**config.mk**
```make
export PLATFORM = sky130hd
export DESIGN_NAME = tri_bus_reader
export DESIGN_NICKNAME = d
export VERILOG_FILES = /design/src/rtl/tri_bus_reader.sv
export SDC_FILE = /design/constraint.sdc
export NUM_CORES = 1
export LEC_CHECK = 0
export BUFFER_PORTS_ARGS = -buffer_cell sky130_fd_sc_hd__buf_4
export CAP_MARGIN = 5
export CORE_AREA = 2 2 68 54
export CTS_BUF_LIST = sky130_fd_sc_hd__clkbuf_8
export DETAILED_ROUTE_END_ITERATION = 8
export DIE_AREA = 0 0 70 56
export PLACE_DENSITY = 0.54
export REMOVE_ABC_BUFFERS = 1
export SETUP_SLACK_MARGIN = 0.5
export SLEW_MARGIN = 20
export SYNTH_ARGS = -nofsm -noshare
export SYNTH_HDL_FRONTEND = slang
export SYNTH_SLANG_ARGS = --single-unit
export TNS_END_PERCENT = 10
```
**constraint.sdc**
```tcl
create_clock -name clk -period 1.95 [get_ports clk]
set_clock_uncertainty 0.05 [all_clocks]
set_input_delay 0.195 -clock clk [delete_from_list [all_inputs] [get_ports clk]]
set_output_delay 0.195 -clock clk [all_outputs]
set_load 0.01 [all_outputs]
```
**src/rtl/tri_bus_reader.sv**
```systemverilog
// Controlling end of a shared tri-state bus: selects one driver with break-before-make
// turnaround, lets the bus settle, and accepts a word only when two consecutive samples agree.
module tri_bus_reader #(
  parameter int WIDTH     = 4,
  parameter int NSRC      = 4,
  parameter int SETTLE    = 2,
  parameter int MAX_RETRY = 3,
  localparam int SELW     = $clog2(NSRC)
) (
  input  logic             clk,
  input  logic             rst_n,
  input  logic             req,
  input  logic [SELW-1:0]  src_sel,
  input  logic [WIDTH-1:0] bus_in,
  output logic [NSRC-1:0]  drv_en,
  output logic [WIDTH-1:0] data_out,
  output logic             valid,
  output logic             busy,
  output logic             err
);

  // Handshake: req is a level sampled on a rising edge only while busy=0; a request seen
  // while busy is dropped, not queued. Completion is a single-cycle valid or err pulse.

  typedef enum logic [2:0] {
    S_IDLE    = 3'd0,
    S_TURN    = 3'd1,
    S_DRIVE   = 3'd2,
    S_SAMPLE1 = 3'd3,
    S_SAMPLE2 = 3'd4,
    S_DONE    = 3'd5
  } state_t;

  state_t           state;
  state_t           state_nx;
  logic [SELW-1:0]  sel_q;
  logic [3:0]       settle_cnt;
  logic [2:0]       retry_cnt;
  logic [WIDTH-1:0] s1_q;

  logic             samples_match;
  logic             retries_spent;
  logic             drive_nx;
  logic [NSRC-1:0]  sel_onehot;

  assign samples_match = (bus_in == s1_q);
  assign retries_spent = (retry_cnt == 3'(MAX_RETRY));

  always_comb begin
    sel_onehot        = '0;
    sel_onehot[sel_q] = 1'b1;
  end

  always_comb begin
    state_nx = state;
    case (state)
      S_IDLE:    if (req) state_nx = S_TURN;
      S_TURN:    state_nx = S_DRIVE;
      S_DRIVE:   if (settle_cnt <= 4'd1) state_nx = S_SAMPLE1;
      S_SAMPLE1: state_nx = S_SAMPLE2;
      S_SAMPLE2: begin
        if (samples_match || retries_spent) state_nx = S_DONE;
        else                                state_nx = S_SAMPLE1;
      end
      S_DONE:    state_nx = S_IDLE;
      default:   state_nx = S_IDLE;
    endcase
  end

  // Enables are registered from the next state so they never glitch between drivers.
  always_comb begin
    drive_nx = 1'b0;
    case (state_nx)
      S_DRIVE, S_SAMPLE1, S_SAMPLE2: drive_nx = 1'b1;
      default:                       drive_nx = 1'b0;
    endcase
  end

  always_ff @(posedge clk or negedge rst_n) begin
    if (!rst_n) begin
      state      <= S_IDLE;
      drv_en     <= '0;
      busy       <= 1'b0;
      valid      <= 1'b0;
      err        <= 1'b0;
      data_out   <= '0;
      sel_q      <= '0;
      settle_cnt <= '0;
      retry_cnt  <= '0;
      s1_q       <= '0;
    end else begin
      state  <= state_nx;
      drv_en <= drive_nx ? sel_onehot : '0;
      busy   <= (state_nx != S_IDLE);
      valid  <= (state == S_SAMPLE2) && samples_match;
      err    <= (state == S_SAMPLE2) && !samples_match && retries_spent;

      if (state == S_IDLE && req) sel_q <= src_sel;

      if (state == S_TURN)       settle_cnt <= 4'(SETTLE);
      else if (state == S_DRIVE) settle_cnt <= settle_cnt - 4'd1;

      if (state == S_SAMPLE1) s1_q <= bus_in;

      if (state == S_SAMPLE2) begin
        if (samples_match)       data_out  <= bus_in;
        else if (!retries_spent) retry_cnt <= retry_cnt + 3'd1;
      end

      if (state == S_DONE) retry_cnt <= '0;
    end
  end

  a_drv_onehot0: assert property (@(posedge clk) disable iff (!rst_n) $onehot0(drv_en));
  a_valid_err:   assert property (@(posedge clk) disable iff (!rst_n) !(valid && err));

endmodule

```
======== Word-level counts from Yosys, hierarchy flattened ========
Index checks and enable logic that the tools add are counted.
word-level totals
  register bits ........................... 27
  input port bits ......................... 9
cells by class
  $lt $le $gt $ge ......................... 3
  mux-type cells .......................... 14
  equal/unequal tests ..................... 12
  add/sub/neg operators ................... 2
  reductions and logical operators ........ 14
operator list
  operator                                               count
  two-way mux 3 bit                                      7
  equality test 3 x 2 -> 1 bit, second input constant    5
  case mux 3 bit (5 select lines)                        1
  two-way mux 4 bit                                      3
  equality test 3 bit, second input constant             3
  logical AND 1 bit                                      5
  equality test 4 bit                                    1
  <= comparator 4 x 1 -> 1 bit, second input constant    1
  inequality test 2 x 1 -> 1 bit, second input constant  2
  nonzero test 2 bit                                     2
  subtractor 4 x 1 -> 4 bit, second input constant       1
  adder 3 x 1 -> 3 bit, second input constant            1
  equality test 3 x 1 -> 1 bit, second input constant    1
  logical NOT 3 bit                                      1
  < comparator 2 x 3 -> 1 bit, second input constant     1
  AND reduction 3 bit                                    1
  nonzero test 3 bit                                     1
  OR reduction 3 bit                                     1
  demux 1 bit (select 2 bit)                             1
  >= comparator 2 x 1 -> 1 bit, second input constant    1
  two-way mux 1 bit                                      2
  AND reduction 2 bit                                    1
  logical NOT 1 bit                                      1
  logical OR 1 bit                                       1

======== Depth between registers and ports, before layout ========
  depth after elaboration ................. 8
  gate-level depth with buffers ........... 6

======== Worst setup path after synthesis ========
Ideal clock, no wire load.
  kind .................................... flip-flop to flip-flop
  start point ............................. register retry_cnt[0]
  end point ............................... register retry_cnt[0]
  data arrival time ....................... 1.254 ns
  path slack .............................. 0.519 ns
  library setup time ...................... 0.127 ns
  required time ........................... 1.773 ns
  stages on the path, launching flop included .. 6
  clock period less this slack ............ 1.431 ns
  cell sequence ........................... dfrtp_1 -> ha_1 -> ha_1 -> a41oi_1 -> nand2_1 -> mux2i_1
on the way
  longest elaborated chain between the ends .. 5
  elaborated cells on any way between the ends .. 8
  those cells by class .................... add/sub: 1; eq/ne: 2; mux: 4; reduce/logical: 1
RTL lines
  item                    line  RTL
  from (decl)             38    logic [2:0] retry_cnt;
  from (signal assigned)  107   else if (!retries_spent) retry_cnt <= retry_cnt + 3'd1;
  adder 3 x 1 -> 3 bit    107
  two-way mux 3 bit       107
  two-way mux 3 bit       106   if (samples_match) data_out <= bus_in;
  two-way mux 3 bit       105   if (state == S_SAMPLE2) begin
  two-way mux 3 bit       110   if (state == S_DONE) retry_cnt <= '0;
Several ways; a longest one is shown, not always the timed one. The select of a mux whose other input is x is not followed.
A chain may end at the register's enable or synchronous reset.

======== Worst setup path after layout ========
Same ends and word-level chain as after synthesis.

==> run metrics <==
post-route minimum period between 1000 and 1500 ps; Slew headroom 0.774; Initial Util 0.390; Die Wd approximately 70 um; arrival time worst endpoint between 1500 and 2000 ps; Seq pwr share 0.407; # setup viols final 0; dpl ws ~320 ps; H-tree depth 1; Area Overhead vs Synth 28.3%; Hold Path Class primary input to register; Seq. cell area 678 um^2; vias in the first global route 867; number of port buffers 19; syn_area_per_cell 11.4 um^2; startpoint types register; Setup crit end kind register; first-pass GRT wire length 4150 um; leakage dissipation roughly 0.80 nW; Worst-Skew Late Latency ~270 ps; GRT overflow 0; n_diodes 0; Fin. Hold Viols 0; Antenna Nets Post-Route 0; Routability Congestion 0.798; Total GRT Usage 0.133; register bit total from synthesis 27; maximum vdd ir drop about 0.76 mV; drt drc 0; Post-Synthesis Cells between 100 and 150; Net Sw Frac 0.375; share of layout cells above drive strength 1 0.415; number of cell rows 18; clk root buf clkbuf_8; Final period util 0.765; worst setup margin ~460 ps; clock sink count 27; Cell Int Power about 1.5 mW; multi-input logic area around 600 um^2; Core Util, Final 0.500; DR iter-0 viols 32; initial antenna violation count 0; Yosys cell types 31; Via Count 866; Max-Cap Viols 0; TritonCTS clock tree done; CTS Buf Count 3; post-DR vias/cell ~4.9; Least-Margin Pin Slew 339 ps; clock network power share 0.132; fill count 289; overall power 2.41 mW; Max Root-Sink Buffers 2; final wirelength between 2000 and 2500 um; Seq/Total Area, Yosys 0.542; area of the die ~3900 um^2; outcome finished clean; worst path required time 2060 ps; Initial DRT Pass Iterations 4; max frequency about 670 MHz; CP max FO 4; largest net degree at the start of global routing 28; I/O pin count 20; chip height roughly 56 um; clock-pin slew on the worst setup and hold paths 90 ps; setup TNS 0 ps; Psw 0.904 mW; WS Path Type register to register; area of the core approximately 3200 um^2; RSZ-0062 raised after global routing true; Synth Cell Area approximately 1200 um^2; total power per unit cell area about 1500 nW/um^2; Slew Viols, Final 0; nets between 100 and 150; Final HPWL DP between 1500 and 2000 um; synth warn 0; combinational power share 0.461; per-cell routed wire length approximately 14 um
-- registers in the layout (all words and copies together), names as in the netlist --
name and cells:
data_out 4, drv_en 4, s1_q 4, settle_cnt 4, retry_cnt 3, state 3
sel_q 2, busy 1, err 1, valid 1
-- layout by cell type, fill, tap and decap left out, types with 2 or more instances in the layout --
cell type | synthesis | routed
dfrtp_1 | 27 | 25
buf_4 | 0 | 24
nor2_1 | 10 | 10
o21ai_0 | 6 | 6
nand2_1 | 7 | 6
inv_1 | 5 | 5
a21oi_1 | 6 | 5
mux2_2 | 5 | 5
xnor2_2 | 0 | 4
mux2i_1 | 4 | 4
mux2_4 | 4 | 4
nor3_1 | 3 | 3
clkbuf_8 | 0 | 3
inv_2 | 2 | 2
nor3b_2 | 0 | 2
and3_1 | 2 | 2
ha_2 | 0 | 2
ha_1 | 4 | 2
dfrtp_2 | 0 | 2
-- per-layer routing --
layer / part of all wire / global-route usage / vias to the layer above
met5: 0 / 0 / -
met4: 0.0042 / 0.0247 / 0
met3: 0.050 / 0.0471 / 2
met2: 0.47 / 0.205 / 17
met1: 0.48 / 0.182 / 422
li1: - / - / 425
-- layout make-up --
cell class | count | share of cell area
clock buffers | 3 | 0.0258
clock inverters | 1 | 0.00469
inverters | 7 | 0.0164
multi-input cells | 72 | 0.379
flip-flops and latches | 27 | 0.424
well taps | 40 | 0.0313
repair buffers | 25 | 0.119
-- repair_timing --
action	4_1_cts	5_1_grt
hold endpoints to repair	27	0
pin swaps	1	4
hold buffers	1	0
gates resized for setup	11	5
setup endpoints to repair	16	19
gates cloned	0	0
setup buffers	3	1
-- cell usage after synthesis --
| cell type | count | area (um^2) |
|---|---|---|
| or3_1 | 1 | 6.26 |
| xnor2_1 | 5 | 43.8 |
| a22oi_1 | 1 | 7.51 |
| mux2i_1 | 4 | 40.0 |
| nor3b_1 | 2 | 15.0 |
| mux2_4 | 4 | 60.1 |
| o21a_1 | 1 | 7.51 |
| nor2_1 | 10 | 37.5 |
| ha_1 | 4 | 50.1 |
| o21ai_1 | 1 | 5.00 |
| nand3_1 | 1 | 5.00 |
| mux2_1 | 1 | 11.3 |
| nor2_2 | 1 | 6.26 |
| nand2b_4 | 1 | 13.8 |
| or2_1 | 1 | 6.26 |
| buf_6 | 1 | 11.3 |
| inv_2 | 2 | 7.51 |
| nand2_1 | 7 | 26.3 |
| nand4_1 | 1 | 6.26 |
| a41oi_1 | 1 | 8.76 |
| inv_1 | 5 | 18.8 |
| mux2_2 | 5 | 56.3 |
| nand2b_2 | 1 | 8.76 |
| o22ai_1 | 1 | 6.26 |
| and2_2 | 1 | 7.51 |
| dfrtp_1 | 27 | 676 |
| buf_2 | 2 | 10.0 |
| o21ai_0 | 6 | 30.0 |
| nor3_1 | 3 | 15.0 |
| a21oi_1 | 6 | 30.0 |
| and3_1 | 2 | 12.5 |
-- final timing paths --
check                      slack [ps]           end    startpoint  depth (start not counted)
setup reg to reg                  460  retry_cnt[0]  retry_cnt[0]                          5
min in group asynchronous         310     drv_en[0]         rst_n                          2
hold reg to reg                   470   data_out[0]   data_out[0]                          1
setup / recovery                  460  retry_cnt[0]  retry_cnt[0]                          5
max in group asynchronous        1260      state[0]         rst_n                          2
hold / removal                    100      sel_q[0]    src_sel[0]                          2
-- logic make-up after synthesis --
group,after synthesis,synth area share
AO/OA/AOI/OAI,17,0.0763
buffers and inverters,10,0.0382
AND/OR/NAND/NOR,32,0.134
multiplexers,14,0.135
adder cells (fa/ha/maj),4,0.0402
XOR/XNOR,5,0.0351
flip-flops,27,0.542
-- worst max-delay path, cell delays in order, from the launching register on --
cell	delay (ps)
dfrtp_1	390
ha_2	190
ha_2	190
a41oi_4	250
nand2_2	160
mux2i_1	150
-- power by group through the flow --
stage / Combinational (mW) / Clock (mW) / Sequential (mW)
2_1_floorplan: 0.616 / 0 / 0.972
3_3_place_gp: 0.882 / 0 / 0.966
3_5_place_dp: 0.911 / 0 / 0.971
4_1_cts: 1.03 / 0.332 / 0.967
5_1_grt: 1.24 / 0.352 / 1.01
6_report: 1.11 / 0.318 / 0.980
-- per-stage QoR --
stage | std cells | cell area, um^2 | hold WS, ps
6_report | 175 | 1600 | 104
3_5_place_dp | 166 | 1430 | 82.4
5_1_grt | 175 | 1600 | 97.4
2_1_floorplan | 106 | 1220 | -151
4_1_cts | 174 | 1550 | 100
3_3_place_gp | 166 | 1430 | 75.5
No activity file was read; power rests on OpenSTA's default activity.
